**config.mk**
```make
export PLATFORM = sky130hd
export DESIGN_NAME = adder_tree_acc
export DESIGN_NICKNAME = d
export VERILOG_FILES = /design/src/rtl/adder_tree_acc.sv
export SDC_FILE = /design/constraint.sdc
export NUM_CORES = 2
export LEC_CHECK = 0
export BUFFER_PORTS_ARGS = -buffer_cell sky130_fd_sc_hd__buf_2
export CAP_MARGIN = 10
export CORE_MARGIN = 2
export CORE_UTILIZATION = 65
export CTS_BUF_LIST = sky130_fd_sc_hd__clkbuf_16
export DETAILED_ROUTE_END_ITERATION = 8
export MAX_ROUTING_LAYER = met4
export PLACE_DENSITY = 0.88
export SYNTH_ARGS = -nofsm -noshare
export SYNTH_HDL_FRONTEND = slang
export SYNTH_SLANG_ARGS = --single-unit
```
**constraint.sdc**
```tcl
create_clock -name clock -period 6.2 [get_ports clock]
set_input_delay 1.86 -clock clock [delete_from_list [all_inputs] [get_ports clock]]
set_output_delay 1.86 -clock clock [all_outputs]
set_load 0.05 [all_outputs]
```
**src/rtl/adder_tree_acc.sv**
```systemverilog
// Pipelined N-input signed adder tree with per-frame accumulation, beat count and overflow flag.
// Build option: define ADDER_TREE_ACC_SAT_EN for a saturating accumulator (default wraps).
module adder_tree_acc #(
    parameter int unsigned  N          = 32,
    parameter int unsigned  DATA_WIDTH = 18,
    parameter int unsigned  ACC_EXTRA  = 8,
    parameter int unsigned  BEAT_WIDTH = 16,
    localparam int unsigned L          = $clog2(N),
    localparam int unsigned TREE_WIDTH = DATA_WIDTH + $clog2(N),
    localparam int unsigned ACC_WIDTH  = TREE_WIDTH + ACC_EXTRA
) (
    input  logic                         clock,
    input  logic                         reset,
    input  logic                         clock_ena,
    input  logic                         in_valid,
    input  logic                         in_last,
    input  logic signed [DATA_WIDTH-1:0] data [N-1:0],
    output logic                         out_valid,
    output logic signed [ACC_WIDTH-1:0]  out_sum,
    output logic        [BEAT_WIDTH-1:0] out_beats,
    output logic                         out_ovf
);

    localparam logic signed [ACC_WIDTH-1:0] AccMax = {1'b0, {(ACC_WIDTH-1){1'b1}}};
    localparam logic signed [ACC_WIDTH-1:0] AccMin = {1'b1, {(ACC_WIDTH-1){1'b0}}};

    // Number of live nodes after lv pairwise-reduction levels.
    function automatic int level_count(input int lv);
        return (int'(N) + (1 << lv) - 1) >> lv;
    endfunction

    // ------------------------------------------------------------------
    // Adder tree: every node is kept at TREE_WIDTH; the sums are exact.
    // ------------------------------------------------------------------
    logic signed [TREE_WIDTH-1:0] tree_q [L][N];
    logic signed [TREE_WIDTH-1:0] tree_d [L][N];
    logic        [L-1:0]          vld_q;
    logic        [L-1:0]          lst_q;

    always_comb begin
        int ia;
        int ib;
        int lvp;
        logic signed [TREE_WIDTH-1:0] op_a;
        logic signed [TREE_WIDTH-1:0] op_b;
        ia   = 0;
        ib   = 0;
        lvp  = 0;
        op_a = '0;
        op_b = '0;
        for (int lv = 0; lv < L; lv++) begin
            for (int j = 0; j < N; j++) begin
                tree_d[lv][j] = '0;
            end
        end
        for (int lv = 0; lv < L; lv++) begin
            lvp = (lv == 0) ? 0 : lv - 1;
            for (int j = 0; j < N; j++) begin
                if (j < level_count(lv + 1)) begin
                    ia   = (2 * j < N) ? 2 * j : N - 1;
                    ib   = (2 * j + 1 < N) ? 2 * j + 1 : N - 1;
                    op_a = (lv == 0) ? TREE_WIDTH'(data[ia]) : tree_q[lvp][ia];
                    op_b = (lv == 0) ? TREE_WIDTH'(data[ib]) : tree_q[lvp][ib];
                    // An unpaired tail node passes through so every path has L registers.
                    if (2 * j + 1 < level_count(lv)) begin
                        tree_d[lv][j] = op_a + op_b;
                    end else begin
                        tree_d[lv][j] = op_a;
                    end
                end
            end
        end
    end

    always_ff @(posedge clock) begin
        if (reset) begin
            for (int lv = 0; lv < L; lv++) begin
                for (int j = 0; j < N; j++) begin
                    tree_q[lv][j] <= '0;
                end
            end
            vld_q <= '0;
            lst_q <= '0;
        end else if (clock_ena) begin
            tree_q   <= tree_d;
            vld_q[0] <= in_valid;
            lst_q[0] <= in_valid & in_last;
            for (int lv = 1; lv < L; lv++) begin
                vld_q[lv] <= vld_q[lv-1];
                lst_q[lv] <= lst_q[lv-1];
            end
        end
    end

    // ------------------------------------------------------------------
    // Frame accumulator
    // ------------------------------------------------------------------
    logic                         tree_vld;
    logic                         tree_lst;
    logic signed [ACC_WIDTH-1:0]  addend;
    logic signed [ACC_WIDTH-1:0]  sum_raw;
    logic signed [ACC_WIDTH-1:0]  acc_step;
    logic                         sum_ovf;

    logic                         first_q;
    logic signed [ACC_WIDTH-1:0]  acc_q;
    logic signed [ACC_WIDTH-1:0]  acc_d;
    logic        [BEAT_WIDTH-1:0] beats_q;
    logic        [BEAT_WIDTH-1:0] beats_d;
    logic                         ovf_q;
    logic                         ovf_d;
    logic                         frame_done_q;

    logic                         out_valid_q;
    logic signed [ACC_WIDTH-1:0]  out_sum_q;
    logic        [BEAT_WIDTH-1:0] out_beats_q;
    logic                         out_ovf_q;

    assign tree_vld = vld_q[L-1];
    assign tree_lst = lst_q[L-1];

    always_comb begin
        addend  = ACC_WIDTH'(tree_q[L-1][0]);
        sum_raw = acc_q + addend;
        sum_ovf = (acc_q[ACC_WIDTH-1] == addend[ACC_WIDTH-1]) &&
                  (sum_raw[ACC_WIDTH-1] != acc_q[ACC_WIDTH-1]);
`ifdef ADDER_TREE_ACC_SAT_EN
        if (sum_ovf) begin
            acc_step = acc_q[ACC_WIDTH-1] ? AccMin : AccMax;
        end else begin
            acc_step = sum_raw;
        end
`else
        acc_step = sum_raw;
`endif
        if (first_q) begin
            acc_d   = addend;
            beats_d = BEAT_WIDTH'(1);
            ovf_d   = 1'b0;
        end else begin
            acc_d   = acc_step;
            beats_d = (&beats_q) ? beats_q : beats_q + 1'b1;
            ovf_d   = ovf_q | sum_ovf;
        end
    end

    always_ff @(posedge clock) begin
        if (reset) begin
            first_q      <= 1'b1;
            acc_q        <= '0;
            beats_q      <= '0;
            ovf_q        <= 1'b0;
            frame_done_q <= 1'b0;
            out_valid_q  <= 1'b0;
            out_sum_q    <= '0;
            out_beats_q  <= '0;
            out_ovf_q    <= 1'b0;
        end else if (clock_ena) begin
            if (tree_vld) begin
                acc_q   <= acc_d;
                beats_q <= beats_d;
                ovf_q   <= ovf_d;
                first_q <= tree_lst;
            end
            frame_done_q <= tree_vld & tree_lst;
            // Result copy runs one edge behind, so a back-to-back first beat can reload acc_q.
            out_valid_q  <= frame_done_q;
            if (frame_done_q) begin
                out_sum_q   <= acc_q;
                out_beats_q <= beats_q;
                out_ovf_q   <= ovf_q;
            end
        end
    end

    assign out_valid = out_valid_q;
    assign out_sum   = out_sum_q;
    assign out_beats = out_beats_q;
    assign out_ovf   = out_ovf_q;

endmodule

```
==> summary.txt <==
Synth
  – Sequential fraction of the synthesis area: 0.287
  – Count leader, synth: dfxtp_1
  – Post-synth EDFFs: 0
  – Mapped Cells: 6,467
  – Most common library cells after synthesis: dfxtp_1 (758), nor2_1 (723), ha_1 (625)
  – Largest cells by area after synthesis: dfxtp_1 (29%), ha_1 (15%), a21oi_1 (5.5%), nor2_1 (5.1%), xnor2_1 (4.2%)
  – Yosys top cell by area: dfxtp_1
  – Mapped Area: 53,000 um^2
  – Post-synth top flop: dfxtp_1
  – Post-synth ARST share: 0
  – Post-synth cell types: 81
  – Yosys reg bits: 758
  – Syn Area/Cell: 8.19 um^2
  – Mapped Nets: 7,705
  – Synth Warn #: 0
  – Top-area cell type share of the netlist area: 0.287

CTS
  – Root buf cell: clkbuf_16
  – Post-CTS Resized: 0
  – Clk slew on worst S/H paths: 0.06 ns
  – Hold-fix buffers, CTS: 0
  – TritonCTS clock tree: built
  – Skew-Pair Late Insertion Delay: 0.62 ns
  – H-tree levels: 3
  – Total CTS buffers: 80
  – CTS max path bufs: 3
  – Setup Fix Bufs, Post-CTS: 0
  – Clock sink count: 758

GRT
  – First-pass GRT wire length: 235,000 um
  – Largest net degree at the start of global routing: 190
  – Tot GR Track Use: 0.350
  – Vias in the first global route: 46,400
  – GRT Residual Overflow: 0
  – Initial antenna violation count: 12

Worst setup path
  – Startpoint class of the critical path: input port
  – Critical-path maximum fanout: 4
  – WP data arrival: 4.45 ns
  – Crit-path cells: buf_2 > ha_1 > inv_1 > fa_1 > nor2b_1 > o21ai_0 > a21oi_1 > o211ai_1 > nand2_1 > o211a_1 > a2111oi_1 > xor2_1 > o21ai_0
  – CP max-delay cell: a2111oi_1
  – Worst Setup End Kind: flip-flop
  – Most frequent CP cell: o21ai_0
  – CP required: 6.68 ns
  – Setup Crit Path Kind: in2reg
  – Delay of the slowest critical-path stage: 0.54 ns

Timing
  – Fin. Hold Viols: 0
  – Final Max Slew Viols: 0
  – Setup TNS: 0 ns
  – Worst Skew: 0.0287 ns
  – Setup violations, final: 0
  – RSZ-0062 raised after global routing: no
  – Fmax: 252 MHz
  – Final min period: 3.97 ns
  – Worst slew pin tran: 0.980 ns
  – Max transition margin: 0.347
  – Final worst setup slack: 2.23 ns
  – Final worst-path cycle share: 0.640

Placed design
  – IO Port Bufs: 629
  – Pre-CTS setup slack: 1.66 ns
  – Final Wtd Congestion: 0.976
  – Placed Area: 56,900 um^2
  – DP Wirelength: 112,000 um

Layout
  – Final net count: 8,203
  – Multi-input logic area: 35,900 um^2
  – Final Cell Area: 59,600 um^2
  – Sequential cell area: 15,200 um^2
  – Share of cells above drive strength 1: 0.120
  – Filler Cells Inserted: 6,086
  – Final Core Density: 0.740
  – Layout Area Growth over Synthesis: 12.6%

Routing
  – Total Wirelength: 148,000 um
  – Post-route ant nets: 0
  – Initial DRC Count: 3,341
  – WL/cell: 18.3 um
  – DRT Pass-1 Iters: 6
  – # DRC: 0
  – Routed vias: 49,400
  – Avg Vias per Cell: 6.10

Die
  – Die area: 83,800 um^2
  – Floorplan row count: 104
  – Die height: 289 um
  – Initial core utilization: 0.658
  – Core area: 80,500 um^2
  – Die X: 289 um
  – IO Pins: 630

Power and ir drop
  – Leak pwr: 28.1 nW
  – Max rail drop VDD: 0.177 mV
  – Power Density: 245 nW/um^2
  – Total power: 14.6 mW

Job
  – Max-cap viol count: 0

Worst hold path
  – Hold Crit Class: reg2reg

Run status
  – Run status: complete, no violations
## critical path: cells and delay by family
kind	cells	cell delay [ns]
compound gates	6	1.58
fa+ha+maj	2	0.43
simple gates	2	0.20
buf+inv	2	0.18
xor+xnor	1	0.18
## logic make-up (layout without fill, tap and decap cells)
logic type	after synthesis	in the layout	share of synthesized area
AOI/OAI and AO/OA	1898	1898	0.231
DFF	758	758	0.287
adders and majority gates	657	657	0.160
xor gates and xnor gates	454	454	0.0751
and+or+nand+nor	1993	1993	0.173
buffers and inverters	502	1063	0.0356
muxes	205	205	0.0388
other	0	12	0
## cells in the final DEF, fill, tap and decap left out, types with 20 or more instances in the layout
master / n
nand2b_1: 68
o22ai_1: 20
o21bai_1: 80
mux2i_1: 204
o211ai_1: 44
nor2b_1: 106
and3_1: 105
buf_2: 627
a21oi_1: 585
nor2_1: 721
nand2_1: 528
o31a_1: 24
a31oi_1: 43
fa_1: 32
xor2_1: 198
dfxtp_1: 758
or3_1: 40
clkbuf_16: 84
nor3_1: 143
nor4_1: 23
o31ai_1: 23
and2_1: 31
nand4_1: 33
nand3_1: 106
inv_1: 278
a21o_1: 215
or2_2: 23
xnor2_1: 256
ha_1: 625
o211a_1: 20
a311oi_1: 23
o21a_1: 105
a211oi_1: 99
o21ai_0: 421
## power breakdown
part | leakage [nW] | total, mW | internal, mW | switching (mW)
sequential | 6.21 | 5.65 | 5.30 | 0.347
combinational | 20.5 | 3.91 | 1.67 | 2.24
clock | 1.38 | 5.03 | 3.00 | 2.03
total | 28.1 | 14.6 | 9.96 | 4.62
## final timing paths
check | from | end | slack (ns) | cells after the start
max | data[468] | tree_q[3374]$_SDFFE_PP0P_ | 2.23 | 13
min | out_beats[11]$_SDFFE_PP0P_ | out_beats[11]$_SDFFE_PP0P_ | 0.45 | 2
max reg2reg | addend[22]$_SDFFE_PP0P_ | acc_q[30]$_SDFFE_PP0P_ | 2.91 | 10
min reg2reg | out_beats[11]$_SDFFE_PP0P_ | out_beats[11]$_SDFFE_PP0P_ | 0.45 | 2
## metrics by stage
| step | instances | hold slack, ns |
|---|---|---|
| 3_5_place_dp | 7943 | 0.444 |
| 5_1_grt | 8098 | 0.473 |
| 2_1_floorplan | 6467 | 0.429 |
| 3_3_place_gp | 7943 | 0.437 |
| 6_report | 8100 | 0.449 |
| 4_1_cts | 8088 | 0.452 |
## flip-flops by register name, summed over array words and instances (netlist names), 5 cells and up
signal and flops:
out_beats 16, acc_q 31, vld_q 5, addend 23, lst_q 5, tree_q 626
beats_q 16, out_sum 31
## cell type report
class / count / share of cell area
inverter: 269 / 0.0171
tap: 1060 / 0.0222
clock inverter: 61 / 0.0107
antenna: 12 / 0.000504
timing repair buffer: 649 / 0.0571
multi-input combinational: 5207 / 0.603
sequential: 758 / 0.255
clock buffer: 84 / 0.0353
## per-layer routing
| metal | global-route usage | up-vias | wire length [um] |
|---|---|---|---|
| met3 | 0.0381 | 325 | 8210 |
| met4 | 0.123 | 0 | 5370 |
| met2 | 0.585 | 1613 | 71000 |
| li1 | - | 24300 | - |
| met1 | 0.439 | 23200 | 63500 |
| met5 | - | - | 0 |
(Power assumes the default switching activity.)
